===== src/rtl/vga_sync_decoder.sv =====
// vga_sync_decoder
// Recovers pixel coordinates, data enable and captured pixel data from a
// raw VGA stream (hsync/vsync/rgb) sampled on a pixel strobe, and tracks
// whether the stream matches the expected timing.
//
// Ports:
//   clk, rst           sole clock (rising edge); async active-high reset
//   pix_en             one-clk pixel strobe; inputs sampled only when high
//   hsync_in, vsync_in active-high syncs, synchronous to clk
//   rgb_in[5:0]        {r[1:0],g[1:0],b[1:0]}
//   x, y               coordinates of the last sampled pixel
//   de_out             locked and inside the visible area
//   rgb_out            pixel captured with x/y; zero when de_out is low
//   locked             timing lock indicator
//   frame_start        one-clk pulse when locked and (x,y) becomes (0,0)
//   sync_err           one-clk pulse on any timing mismatch
//   err_count          saturating count of sync_err pulses
module vga_sync_decoder #(
    parameter int H_ACTIVE = 640,
    parameter int H_FP     = 16,
    parameter int H_SYNC   = 96,
    parameter int H_TOTAL  = 800,
    parameter int V_ACTIVE = 480,
    parameter int V_FP     = 11,
    parameter int V_SYNC   = 2,
    parameter int V_TOTAL  = 524
) (
    input  logic       clk,
    input  logic       rst,
    input  logic       pix_en,
    input  logic       hsync_in,
    input  logic       vsync_in,
    input  logic [5:0] rgb_in,
    output logic [9:0] x,
    output logic [9:0] y,
    output logic       de_out,
    output logic [5:0] rgb_out,
    output logic       locked,
    output logic       frame_start,
    output logic       sync_err,
    output logic [7:0] err_count
);

    // Column where hsync rises, the column just before it, and the first
    // column after hsync falls; likewise for lines.
    localparam logic [9:0] H_SEED = 10'(H_ACTIVE + H_FP);
    localparam logic [9:0] H_PRE  = 10'(H_ACTIVE + H_FP - 1);
    localparam logic [9:0] H_FALL = 10'(H_ACTIVE + H_FP + H_SYNC);
    localparam logic [9:0] H_LAST = 10'(H_TOTAL - 1);
    localparam logic [9:0] V_SEED = 10'(V_ACTIVE + V_FP);
    localparam logic [9:0] V_FALL = 10'(V_ACTIVE + V_FP + V_SYNC);
    localparam logic [9:0] V_LAST = 10'(V_TOTAL - 1);
    localparam logic [9:0] X_VIS  = 10'(H_ACTIVE);
    localparam logic [9:0] Y_VIS  = 10'(V_ACTIVE);

    typedef enum logic [1:0] {SEARCH, HTRACK, LOCKED} state_t;

    state_t     state, state_nxt;
    logic       hs_q, vs_q;
    logic [9:0] wd, wd_nxt;
    logic [5:0] rgb_q;
    logic [9:0] x_nxt, y_nxt;
    logic       hs_rise, hs_fall, vs_rise, vs_fall;
    logic       h_mis, v_mis, wd_trip, mismatch, fs_nxt;

    assign hs_rise = hsync_in & ~hs_q;
    assign hs_fall = ~hsync_in & hs_q;
    assign vs_rise = vsync_in & ~vs_q;
    assign vs_fall = ~vsync_in & vs_q;

    // Coordinate advance; x/y free-run in every state, hsync/vsync rises
    // re-seed them so they line up with the incoming stream.
    always_comb begin
        x_nxt = hs_rise ? H_SEED : ((x == H_LAST) ? 10'd0 : x + 10'd1);
        y_nxt = y;
        if (vs_rise)
            y_nxt = V_SEED;
        else if (!hs_rise && x == H_LAST)
            y_nxt = (y == V_LAST) ? 10'd0 : y + 10'd1;
    end

    // All mismatch sources fold into one flag so a cycle with several of
    // them still yields a single pulse and a single increment.
    always_comb begin
        h_mis   = (hs_rise && x != H_PRE) || (hs_fall && x_nxt != H_FALL);
        wd_trip = !hs_rise && (wd == 10'h3FF);
        v_mis   = 1'b0;
        if (state == HTRACK)
            v_mis = vs_rise && (x_nxt != 10'd0);
        else if (state == LOCKED)
            v_mis = (vs_rise && (x_nxt != 10'd0 || y_nxt != V_SEED)) ||
                    (vs_fall && (x_nxt != 10'd0 || y_nxt != V_FALL));
        mismatch = (state != SEARCH) && (h_mis || v_mis || wd_trip);
        fs_nxt   = (state == LOCKED) && !mismatch && x_nxt == 10'd0 && y_nxt == 10'd0;
    end

    always_comb begin
        state_nxt = state;
        case (state)
            SEARCH:  if (hs_rise) state_nxt = HTRACK;
            HTRACK:  if (mismatch) state_nxt = SEARCH;
                     else if (vs_rise) state_nxt = LOCKED;
            LOCKED:  if (mismatch) state_nxt = SEARCH;
            default: state_nxt = SEARCH;
        endcase
        // Watchdog counts strobes since the last hsync rise while tracking.
        wd_nxt = (state == SEARCH || hs_rise || mismatch) ? 10'd0 : wd + 10'd1;
    end

    always_ff @(posedge clk or posedge rst) begin
        if (rst)
            state <= SEARCH;
        else if (pix_en)
            state <= state_nxt;
    end

    always_ff @(posedge clk or posedge rst) begin
        if (rst) begin
            hs_q        <= 1'b0;
            vs_q        <= 1'b0;
            x           <= '0;
            y           <= '0;
            wd          <= '0;
            rgb_q       <= '0;
            err_count   <= '0;
            frame_start <= 1'b0;
            sync_err    <= 1'b0;
        end else begin
            frame_start <= 1'b0;
            sync_err    <= 1'b0;
            if (pix_en) begin
                hs_q        <= hsync_in;
                vs_q        <= vsync_in;
                x           <= x_nxt;
                y           <= y_nxt;
                wd          <= wd_nxt;
                rgb_q       <= rgb_in;
                frame_start <= fs_nxt;
                sync_err    <= mismatch;
                if (mismatch && err_count != 8'hFF)
                    err_count <= err_count + 8'd1;
            end
        end
    end

    assign locked  = (state == LOCKED);
    assign de_out  = locked && (x < X_VIS) && (y < Y_VIS);
    assign rgb_out = de_out ? rgb_q : 6'd0;

endmodule


===== config.mk =====
export PLATFORM = sky130hd
export DESIGN_NAME = vga_sync_decoder
export DESIGN_NICKNAME = d
export VERILOG_FILES = /design/src/rtl/vga_sync_decoder.sv
export SDC_FILE = /design/constraint.sdc
export NUM_CORES = 1
export LEC_CHECK = 0
export ABC_CLOCK_PERIOD_IN_PS = 3200
export BUFFER_PORTS_ARGS = -buffer_cell sky130_fd_sc_hd__buf_4
export CAP_MARGIN = 10
export CORE_MARGIN = 4
export CORE_UTILIZATION = 40
export DETAILED_ROUTE_END_ITERATION = 10
export GPL_ROUTABILITY_DRIVEN = 1
export PLACE_DENSITY = 0.63
export REMOVE_ABC_BUFFERS = 1
export SYNTH_ARGS = -nofsm -noshare
export SYNTH_HDL_FRONTEND = slang
export SYNTH_SLANG_ARGS = --single-unit

===== constraint.sdc =====
create_clock -name clk -period 3.2 [get_ports clk]
set_input_delay 0 -clock clk [delete_from_list [all_inputs] [get_ports clk]]
set_output_delay 0 -clock clk [all_outputs]
set_load 0.005 [all_outputs]

Word level (Yosys, flattened, before mapping)
Index checks and enable logic that the tools add are counted.

word-level totals
  register bits after elaboration = 50
  word-level logic and storage cells = 84
  input port bits = 11
  output and inout port bits = 38

cells by class
  bitwise operators = 8
  equality and inequality tests = 13
  reductions and logical operators = 31
  multiplexer cells = 16
  magnitude comparators = 2
  add/sub/neg operators = 4

operators with widths
  kind                                                                       number
  10-bit two-way mux                                                         6
  10-bit by 1-bit adder with 10-bit output (second input constant)           3
  10-bit == test (second input constant)                                     3
  10-bit zero test                                                           2
  10-bit inequality test (second input constant)                             2
  10-bit by 9-bit inequality test with 1-bit output (second input constant)  2
  1-bit logical AND                                                          14
  10-bit < comparator (second input constant)                                1
  10-bit by 9-bit < comparator with 1-bit output (second input constant)     1
  10-bit nonzero test                                                        1
  8-bit by 1-bit adder with 8-bit output (second input constant)             1
  1-bit logical OR                                                           8
  2-bit two-way mux                                                          4
  8-bit inequality test (second input constant)                              1
  6-bit two-way mux                                                          1
  2-bit one-hot mux with 3 select lines                                      1
  1-bit AND                                                                  4
  1-bit two-way mux                                                          4
  1-bit inverter                                                             4
  4-bit AND reduction                                                        1
  3-bit inequality test (second input constant)                              1
  2-bit by 1-bit == test with 1-bit output (second input constant)           1
  2-bit == test (second input constant)                                      1
  1-bit zero test                                                            2
  5 further kinds                                                            5

Depth between registers and ports, before layout
Gate-level depths: netlist (run 1).

  depth in word-level cells = 20
  gate-level depth with buffers = 12

Worst setup path after synthesis (run 1)
Ideal clock, no wire load.

  kind = register to register
  start point = register x[1]
  end point = register err_count[6]
  required time = 3.075 ns
  arrival = 3.311 ns
  setup slack = -0.236 ns
  clock period less this slack = 3.436 ns
  cell stages (with the launch flop) = 13
  library setup time = 0.125 ns
  cell sequence = dfrtp_1 ha_1 clkbuf_1 nand4_1 or4_4 buf_6 o31ai_4 a311oi_1 or4_4 o21ai_2 and2_4 nor3b_2 mux2_4

on the way
  longest elaborated chain between the ends = 15

ends and longest elaborated chain
  what                                                                                               RTL line  text
  start: declaration                                                                                 34        output logic [9:0] x,
  start signal: assignment                                                                           134       x <= x_nxt;
  parallel branches: the longest is 10 deep, another holds 10-bit by 1-bit adder with 10-bit output  n/a
  1-bit logical OR * (2 in series)                                                                   93        mismatch = (state != SEARCH) && (h_mis || v_mis || wd_trip);
  1-bit logical AND *                                                                                93
  1-bit logical AND *                                                                                140       if (mismatch && err_count != 8'hFF)
  2-bit AND reduction (no source line) *                                                             n/a
  end signal: assignment                                                                             141       err_count <= err_count + 8'd1;
  end: declaration                                                                                   41        output logic [7:0] err_count

Every way passes the cells marked *.
A chain may end at the register's enable or synchronous reset.

Final worst setup path (run 1)
Same ends and word-level chain as after synthesis.

==> results.ini, run 1 <==
[status]
outcome = finished clean

[cells_and_area]
drive_gt1_share_pct = 31.0
area_growth_pct = 31.5
antenna_cells = 0
n_fill_cell = 704
final_cells = 531
nNetsFinal = 446

[setup_path]
crit_chain = ha_2 -> nand4_1 -> or4_4 -> o31ai_4 -> a311oi_1 -> or4_4 -> o21ai_4 -> and2_4 -> nor3b_2 -> mux2_4
startpoint_type = flip-flop
cpMostUsedCell = or4_4
critPathArrivalTime_ns = 3.30
path_class = flip-flop to flip-flop
cp.required_ns = 3.39
slowest_stage = or4_4
r2r_start = x[1]
cp-startpoint = x[1]
end_kind = flip-flop
crit_fanout = 8
max_stage_delay_ns = 0.67

[power_and_ir_drop]
vdd_ir_drop_max_uv = 206
p_total_mw = 1.64
p_leak_nw = 1.76
power_density_nw_per_um2 = 399

[die]
ioPinCount = 49
placementRows = 31
dieArea_um2 = 9310
initial_core_util_pct = 42.0
core-area_um2 = 7450
die_x_um = 96.5
die_h_um = 96.5

[global_routing]
groute.layer.met2.usage_pct = 31.1
grt_util_met1_pct = 24.6
antenna_found_initial = 0
track_usage_pct = 18.5
grt_util_met3_pct = 3.02
grt_pass1_wl_um = 13700
grt_pass1_vias = 2859
grt_start_max_net_pins = 42
grt-busiest-layer = met2
overflow = 0

[timing]
worst_pin_slew_ns = 0.600
fmax_mhz = 321
holdWs_ns = 0.229
period_minus_slack_ns = 3.11
final.period_utilization_pct = 97.3
worst_slew_margin_rel_pct = 60.0
tns_ns = 0
finClkSkew_ns = 0.00971
finalMaxSlewViolations = 0
setup_ws_ns = 0.0853
rsz0062_at_grt = yes
finalSetupViolCount = 0
finalHoldViolCount = 0

[route]
routedWlPerCell_um = 15.7
wl_um = 8340
routed-via-count = 3006
ant_nets = 0
dr.first_iter.drc_count = 140
drt-pass1-iter-count = 5
post_drt_via_cell_ratio = 5.66
drc_errors = 0

[clocking]
cts.sinks = 50
cts_tree = built
clock_latency_ns = 0.30
cts_root_buf = clkbuf_8
clock_path_buffers = 2
h-tree-depth = 2
numCtsBuffers = 5
clk_pin_slew_ns = 0.10

[yosys]
yosysTopAreaCellShare_pct = 40.0
ys_seq_area_share_pct = 40.0
syn_area_per_cell_um2 = 8.92
synth_edf_count = 0
synth-main-ff-cell = dfrtp_1
postSynthCellCount = 351
yosysUniqueCellTypes = 65
ys_warn_count = 0
synthTopCellsByCount = 50 x dfrtp_1, 35 x nand2_1, 29 x nor2_1, 29 x o21ai_0, 17 x clkbuf_1
syn_area_um2 = 3130
netlist_top_cells_area = dfrtp_1 40%, o21ai_0 4.6%, nand2_1 4.2%
async_reset_ff_share_pct = 100
synth-seq-cells = 50
synthMostInstantiatedCell = dfrtp_1
synth_area_leader_cell = dfrtp_1

[placed_design]
place_inst = 507
hpwlAfterDp_um = 5790
pre_cts_ws_ns = -0.129
portBuffers = 48
place_congestion = 0.902

[worst_hold_path]
min-delay-start = pix_en
hp-class = input pin to flip-flop

[run]
maxCapViolations = 0

==> layer usage <==
metal  vias up  wire length [um]
met5         -                 0
met4         0                93
met3         8               426
met2       102              4160
met1      1456              3660
li1       1440                 -
==> report_power, final <==
part | leakage, nW | internal, mW | switching [mW]
logic | 1.09 | 0.222 | 0.193
registers | 0.613 | 0.695 | 0.0759
clock network | 0.0514 | 0.234 | 0.223
==> layout by cell type, fill, tap and decap left out, types with 8 or more instances in the layout <==
master / synthesis / routed
xnor2_1: 8 / 8
nand2b_1: 8 / 8
nor2_1: 29 / 29
xor2_1: 9 / 9
o21ai_0: 29 / 28
mux2_2: 9 / 9
dfrtp_1: 50 / 50
buf_4: 2 / 87
nand4_1: 15 / 15
a21oi_1: 12 / 11
nand3_1: 14 / 13
dlygate4sd3_1: 0 / 9
nand2_1: 35 / 35
inv_1: 9 / 8
==> repair_timing <==
item                                    in CTS  in global routing
endpoints found under the setup margin      18                 18
hold buffers                                 9                  0
pin swaps                                    5                  3
buffers inserted                             2                  6
endpoints found under the hold margin       33                  0
cloned                                       0                  0
resized for setup                            4                 19
==> sequential cells by signal, summed over array words and instances, names as in the netlist <==
name and cells:
wd 10, x 10, y 10, err_count 8, rgb_q 6, state 2
frame_start 1, hs_q 1, sync_err 1, vs_q 1
==> worst max-delay path, delay by kind of cell (launching register included) <==
family / cells / cell delay [ns]
DFF: 1 / 0.37
muxes: 1 / 0.30
AOI/OAI and AO/OA: 3 / 0.48
and+or+nand+nor: 5 / 1.66
adders and majority gates: 1 / 0.18
==> through the flow <==
step | util (%) | cell area [um2]
floorplan | - | 3010
global placement | 50.2 | 3740
detailed placement | 50.2 | 3740
CTS | 53.3 | 3970
global route | 55.3 | 4120
finish | 55.3 | 4120
==> final cells by class <==
cell class	instances	area (um2)	share of cell area (%)
Clock buffer	6	72.6	1.76
Timing Repair Buffer	97	754	18.3
Multi-Input combinational cell	268	1840	44.8
Clock inverter	2	37.5	0.912
Tap cell	99	124	3.01
Sequential cell	50	1250	30.4
Inverter	9	33.8	0.821
==> kinds of logic after synthesis <==
| kind of cell | synth area share [%] |
|---|---|
| mux | 4.36 |
| buf+inv | 4.96 |
| fa+ha+maj | 1.60 |
| flops | 40.0 |
| xor+xnor | 4.76 |
| compound gates | 17.2 |
| simple gates | 27.2 |
==> final timing paths <==
| kind | endpoint | slack [ns] | depth (start not counted) |
|---|---|---|---|
| hold / removal | wd[0] | 0.23 | 4 |
| hold reg to reg | err_count[4] | 0.50 | 1 |
| setup reg to reg | err_count[6] | 0.09 | 10 |
| max in group asynchronous | y[4] | 2.13 | 4 |
| setup / recovery | err_count[6] | 0.09 | 10 |
| min in group asynchronous | y[7] | 0.32 | 3 |
Note: power is estimated with default switching activity, not from simulation.
==> inputs of run 2 (changes only) <==
--- a/config.mk
+++ b/config.mk
@@ -5,6 +5,7 @@
 export SDC_FILE = /design/constraint.sdc
 export NUM_CORES = 1
 export LEC_CHECK = 0
+export ABC_AREA = 1
 export ABC_CLOCK_PERIOD_IN_PS = 3200
 export BUFFER_PORTS_ARGS = -buffer_cell sky130_fd_sc_hd__buf_4
 export CAP_MARGIN = 10
==> run 2 against run 1 <==
  * Clock-buffer cell count is 1 lower
  * Register-to-register slack better by 0.66 ns
  * Die area is 0.96% higher
  * Global-route usage is 2.0 points lower
  * Via count is 3.6% lower
  * Area after synthesis is 1.0% higher
  * Fmax is 27% higher
  * Combinational power is 44% higher
  * Largest cell class unchanged
  * First-iteration DRC count is 8.6% lower
  * Clock power is 15% lower
==> results.ini, run 2 <==
[route]
wl_um = 7540  ; -9.6%
drt-met1-wl_um = 3610  ; -1.6%
met2WireLength_um = 3540  ; -15%
routedWlPerCell_um = 12.8  ; -19%
ant_nets = 0  ; unchanged
routed-via-count = 2899  ; -3.6%
route.top_layer_used = met4
post_drt_via_cell_ratio = 4.92  ; -13%
wl_met3_um = 312  ; -27%
drt-pass1-iter-count = 5  ; unchanged
dr.first_iter.drc_count = 128  ; -8.6%
drc_errors = 0  ; unchanged

[yosys]
synthTopCellsByCount = 110 x nand2_1, 50 x dfrtp_1, 46 x inv_1, 46 x nor2_1, 34 x o21ai_0
syn_area_per_cell_um2 = 7.39  ; -17%
netlist_top_cells_area = dfrtp_1 40%, nand2_1 13%, inv_1 5.5%
syn_area_um2 = 3160  ; +1.0%
synthMostInstantiatedCell = nand2_1
postSynthCellCount = 428  ; +22%
ys_warn_count = 0  ; unchanged
synth-main-ff-cell = dfrtp_1
async_reset_ff_share_pct = 100  ; unchanged
yosysTopAreaCellShare_pct = 39.6  ; -0.41 points
yosysUniqueCellTypes = 35  ; -46%
synth_edf_count = 0  ; unchanged
synth_area_leader_cell = dfrtp_1
synth-seq-cells = 50  ; unchanged
ys_seq_area_share_pct = 39.6  ; -0.41 points

[cells_and_area]
antenna_cells = 0  ; unchanged
n_fill_cell = 755  ; +7.2%
nNetsFinal = 501  ; +12%
area_growth_pct = 20.8
largestRegisters = wd x10, x x10, y x10
final_cell_mix = 110 x nand2_1, 50 x dfrtp_1, 49 x buf_4
mostFrequentLayoutCell = nand2_1
drive_gt1_share_pct = 19.5  ; -12 points

[timing]
rsz0062_at_grt = no
fmax_mhz = 408  ; +27%
period_minus_slack_ns = 2.45  ; -0.663 ns
final.period_utilization_pct = 76.6  ; -21 points
worst_pin_slew_ns = 0.609  ; +0.00965 ns
finalSetupViolCount = 0  ; unchanged
worst_slew_margin_rel_pct = 59.0  ; -0.96 points
finalHoldViolCount = 0  ; unchanged
tns_ns = 0  ; unchanged
finClkSkew_ns = 0.00527  ; -0.00444 ns
finalMaxSlewViolations = 0  ; unchanged

[power_and_ir_drop]
vdd_ir_drop_max_uv = 280  ; +36%
p_total_mw = 1.79  ; +9.0%
p_leak_nw = 1.86  ; +6.0%
power_density_nw_per_um2 = 468  ; +17%

[setup_path]
startpoint_type = flip-flop
crit_fanout = 12  ; +4
path_class = flip-flop to flip-flop
critPathArrivalTime_ns = 2.67  ; -0.63 ns
end_kind = flip-flop
slowest_stage = dfrtp_1
cp_num_buf_inv = 0  ; unchanged
max_stage_delay_ns = 0.40  ; -0.27 ns
crit_chain = ha_1 -> nand2_1 -> nor2_4 -> nand3_2 -> nand2_1 -> nand2_1 -> nor2_1 -> nand2_1 -> nor2_1 -> nand4_1 -> nand2_1 -> nand2_1 -> nand2_4 -> nand3_1 -> nor3_1
crit_family = simple AND/OR/NAND/NOR gates
cpMostUsedCell = nand2_1
cp.required_ns = 3.42  ; +0.03 ns

[clocking]
cts_root_buf = clkbuf_8
clock_path_buffers = 2  ; unchanged
h-tree-depth = 2  ; unchanged
cts_tree = built
numCtsBuffers = 5  ; unchanged
post_cts_resized = 0  ; -4
clock_latency_ns = 0.31  ; about the same
clk_pin_slew_ns = 0.10  ; about the same
cts.sinks = 50  ; unchanged

[status]
outcome = finished clean

[global_routing]
grt_pass1_vias = 2840  ; -0.66%
grt_start_max_net_pins = 51  ; +21%
antenna_found_initial = 0  ; unchanged
overflow = 0  ; unchanged
grt_pass1_wl_um = 13100  ; -3.9%
track_usage_pct = 16.5  ; -2.0 points

[placed_design]
place_congestion = 0.904  ; +0.29%
hpwlAfterDp_um = 5420  ; -6.4%
portBuffers = 48  ; unchanged

[die]
dieArea_um2 = 9390  ; +0.96%
placementRows = 32  ; +3.2%
ioPinCount = 49  ; unchanged
initial_core_util_pct = 40.9  ; -1.1 points
core-area_um2 = 7730  ; +3.8%
die_x_um = 96.9  ; +0.48%
die_h_um = 96.9  ; +0.48%

[run]
maxCapViolations = 0  ; unchanged

[worst_hold_path]
hp-class = input pin to flip-flop

## run 2: cell count changes after synthesis, sizes merged, moves of 6 or more
cell / previous run / this run
clkbuf: 17 / 6
nand2b: 8 / 0
or4: 6 / 0
nor2: 29 / 59
inv: 9 / 49
nand3: 14 / 40
mux2: 10 / 0
and2: 8 / 0
nand2: 36 / 119
## run 2: where the power goes
part           switching, mW  internal (mW)  total, mW
combinational          0.342          0.254      0.596
sequential            0.0963          0.710      0.806
clock                  0.232          0.154      0.386
total                  0.670           1.12       1.79
## run 2: routing by layer
metal | up-vias | GRT usage, %
met5 | - | 0
met4 | 0 | 4.75
met3 | 7 | 2.81
met2 | 60 | 26.3
met1 | 1326 | 23.1
li1 | 1506 | -
## run 2: cell families after synthesis
family	share of synthesized area, %
compound gates	7.60
xor+xnor	5.26
fa+ha+maj	1.58
buf+inv	7.63
flops	39.6
simple gates	38.4
## run 2: timing repair
item / 4_1_cts / 5_1_grt
hold endpoints to repair: 8 / 46
hold buffers: 8 / 1
buffers inserted: 0 / 0
endpoints found under the setup margin: 0 / 0
## run 2: final timing paths
check,startpoint,to,slack (ns),cells past startpoint
max,x[0],frame_start,0.75,15
min in group asynchronous,rst,rgb_q[2],0.18,3
max reg2reg,x[0],frame_start,0.75,15
min,pix_en,rgb_q[3],0.14,3
max in group asynchronous,rst,y[5],2.52,4
min reg2reg,rgb_q[5],rgb_q[5],0.53,2
## run 2: final cells by class
cell class	count	area (um2)	area share [%]
Multi-Input combinational cell	318	1670	43.7
Sequential cell	50	1250	32.8
Inverter	52	203	5.31
Clock buffer	5	68.8	1.80
Timing Repair Buffer	59	478	12.5
Tap cell	102	128	3.34
Clock inverter	3	21.3	0.557
## run 2: through the flow
stage	utilization (%)	hold slack, ns	cells	cell area, um2	setup slack, ns
floorplan	-	0.103	420	3120	1.09
global placement	46.8	0.212	571	3620	0.764
detailed placement	46.8	0.220	571	3620	0.760
CTS	49.0	0.000841	587	3790	0.741
global route	49.4	0.161	589	3820	0.501
finish	49.4	0.140	589	3820	0.749
## run 2: worst register-to-register path: cells and delay by family, from the launching register on
family        cells  cell delay (ns)
fa+ha+maj         1             0.19
flops             1             0.40
simple gates     14             1.78
==> inputs of run 3 (changes only) <==
--- a/config.mk
+++ b/config.mk
@@ -5,8 +5,8 @@
 export SDC_FILE = /design/constraint.sdc
 export NUM_CORES = 1
 export LEC_CHECK = 0
-export ABC_AREA = 1
-export ABC_CLOCK_PERIOD_IN_PS = 3200
+export ABC_AREA = 0
+export ABC_CLOCK_PERIOD_IN_PS = 2200
 export BUFFER_PORTS_ARGS = -buffer_cell sky130_fd_sc_hd__buf_4
 export CAP_MARGIN = 10
 export CORE_MARGIN = 4
==> constraint.sdc (replaced) <==
create_clock -name clk -period 2.2 [get_ports clk]
set_input_delay 0 -clock clk [delete_from_list [all_inputs] [get_ports clk]]
set_output_delay 0 -clock clk [all_outputs]
set_load 0.005 [all_outputs]
==> run 3 against run 2 <==
  * The run now ends with setup timing left
  * Clock-buffer cell count did not move
  * First-iteration DRC count rose by 23%
  * Clock skew barely moved
  * Clock power rose by 75%
  * Largest power group unchanged
==> results.ini, run 3 (synthesized netlist as in run 1, its figures left out) <==
[status]
outcome = finished with violations
violations = setup timing

[setup_path]
end_kind = flip-flop
cp.required_ns = 2.40  ; -1.02 ns
crit_fanout = 7  ; -5
slowest_stage = or4_4
cpMostUsedCell = or4_4
path_class = flip-flop to flip-flop
max_stage_delay_ns = 0.62  ; +0.22 ns
startpoint_type = flip-flop
crit_chain = or3b_4 -> or4_4 -> o31ai_4 -> a311oi_2 -> or4_4 -> o21ai_4 -> and2_4 -> nor3b_2 -> mux2_4
critPathArrivalTime_ns = 3.29  ; +0.62 ns

[timing]
finalSetupViolCount = 25  ; +25
worst_pin_slew_ns = 0.662  ; +0.0522 ns
holdWs_ns = 0.0271  ; -0.113 ns
finalHoldViolCount = 0  ; unchanged
rsz0062_at_grt = yes
fmax_mhz = 323  ; -21%
finalMaxSlewViolations = 0  ; unchanged
setup_ws_ns = -0.898  ; -1.65 ns
finClkSkew_ns = 0.00545  ; +0.000176 ns
final.period_utilization_pct = 141  ; +64 points
worst_slew_margin_rel_pct = 55.8  ; -3.2 points
period_minus_slack_ns = 3.10  ; +0.646 ns

[global_routing]
grt_pass1_wl_um = 14800  ; +13%
overflow = 0  ; unchanged
antenna_found_initial = 0  ; unchanged
grt_pass1_vias = 3085  ; +8.6%
grt_start_max_net_pins = 32  ; -37%
track_usage_pct = 20.2  ; +3.7 points

[cells_and_area]
nNetsFinal = 494  ; -1.4%
final_cells = 579  ; -1.7%
antenna_cells = 0  ; unchanged
area_growth_pct = 45.8
final_cell_mix = 131 x buf_4, 50 x dfrtp_1, 34 x nand2_1
n_fill_cell = 663  ; -12%
mostFrequentLayoutCell = buf_4
drive_gt1_share_pct = 41.0  ; +22 points
largestRegisters = wd x10, x x10, y x10

[clocking]
clock_path_buffers = 2  ; unchanged
cts.sinks = 50  ; unchanged
numCtsBuffers = 5  ; unchanged
cts_root_buf = clkbuf_8
clk_pin_slew_ns = 0.10  ; about the same
clock_latency_ns = 0.31  ; about the same
cts_tree = built
h-tree-depth = 2  ; unchanged

[route]
routed-via-count = 3179  ; +9.7%
drt-pass1-iter-count = 5  ; unchanged
routedWlPerCell_um = 15.6  ; +22%
dr.first_iter.drc_count = 157  ; +23%
ant_nets = 0  ; unchanged
wl_um = 9030  ; +20%
drc_errors = 0  ; unchanged
post_drt_via_cell_ratio = 5.49  ; +12%

[power_and_ir_drop]
power_density_nw_per_um2 = 538  ; +15%
vdd_ir_drop_max_uv = 293  ; +4.8%
p_leak_nw = 1.98  ; +6.2%

[die]
die_x_um = 96.5  ; -0.47%
initial_core_util_pct = 42.0  ; +1.1 points
placementRows = 31  ; -3.1%
dieArea_um2 = 9310  ; -0.95%
core-area_um2 = 7450  ; -3.6%
die_h_um = 96.5  ; -0.47%
ioPinCount = 49  ; unchanged

[worst_hold_path]
hp-class = input pin to flip-flop

[run]
maxCapViolations = 0  ; unchanged

[placed_design]
place_congestion = 0.934  ; +3.3%
place_inst = 557  ; -2.5%
hpwlAfterDp_um = 6620  ; +22%
portBuffers = 48  ; unchanged

[run 3: worst paths after layout]
check                           cells after the start  slack [ns]         start      endpoint
worst max-delay path                                9       -0.90          x[6]  err_count[6]
worst min-delay path                                4        0.03      hsync_in          hs_q
worst max register to register                      9       -0.90          x[6]  err_count[6]
worst min register to register                      1        0.51  err_count[4]  err_count[4]
max in group asynchronous                           4        1.25           rst  err_count[7]
min in group asynchronous                           3        0.34           rst         wd[6]
[run 3: power by group]
group | switching [mW] | internal [mW] | total (mW)
registers | 0.104 | 1.01 | 1.11
clock network | 0.330 | 0.347 | 0.677
logic | 0.307 | 0.359 | 0.666
[run 3: layer usage]
metal  up-vias  part of all wire (%)  track usage, %
li1       1542                     -               -
met1      1540                    44            27.0
met2        84                    50            34.2
met3        13                   4.7            3.10
met4         0                   1.7            5.49
met5         -                     0               0
[run 3: layout make-up]
| class | count | area (um2) | share of cell area, % |
|---|---|---|---|
| Multi-Input combinational cell | 268 | 1910 | 41.8 |
| Sequential cell | 50 | 1250 | 27.4 |
| Timing Repair Buffer | 145 | 1130 | 24.8 |
| Tap cell | 99 | 124 | 2.71 |
| Clock buffer | 5 | 68.8 | 1.51 |
| Clock inverter | 3 | 48.8 | 1.07 |
| Inverter | 9 | 33.8 | 0.740 |
[run 3: what timing repair did]
action                                 in CTS  in global routing
hold buffers                                8                  0
endpoints found under the hold margin      36                  0
cloned                                      0                  0
pin swaps                                  25                 10
gates resized for setup                    29                 18
setup endpoints to repair                  26                 29
buffers inserted                            6                  3
[run 3: worst max-delay path, delay by kind of cell, from the launching register on]
| kind | cells | cell delay (ns) |
|---|---|---|
| flops | 1 | 0.39 |
| compound gates | 3 | 0.47 |
| simple gates | 5 | 1.83 |
| mux | 1 | 0.30 |
[run 3: metrics by stage]
| step | setup TNS, ns | util [%] | total power, mW | worst slack, ns | area (um2) |
|---|---|---|---|---|---|
| finish | -16.82 | 61.3 | 2.46 | -0.898 | 4570 |
| detailed placement | -21.32 | 55.3 | 1.73 | -1.09 | 4120 |
| global placement | -19.34 | 55.3 | 1.72 | -1.00 | 4120 |
| floorplan | -32.02 | - | 1.39 | -1.62 | 3010 |
| global route | -19.39 | 61.3 | 2.61 | -0.985 | 4570 |
| CTS | -16.79 | 59.8 | 2.46 | -0.904 | 4450 |
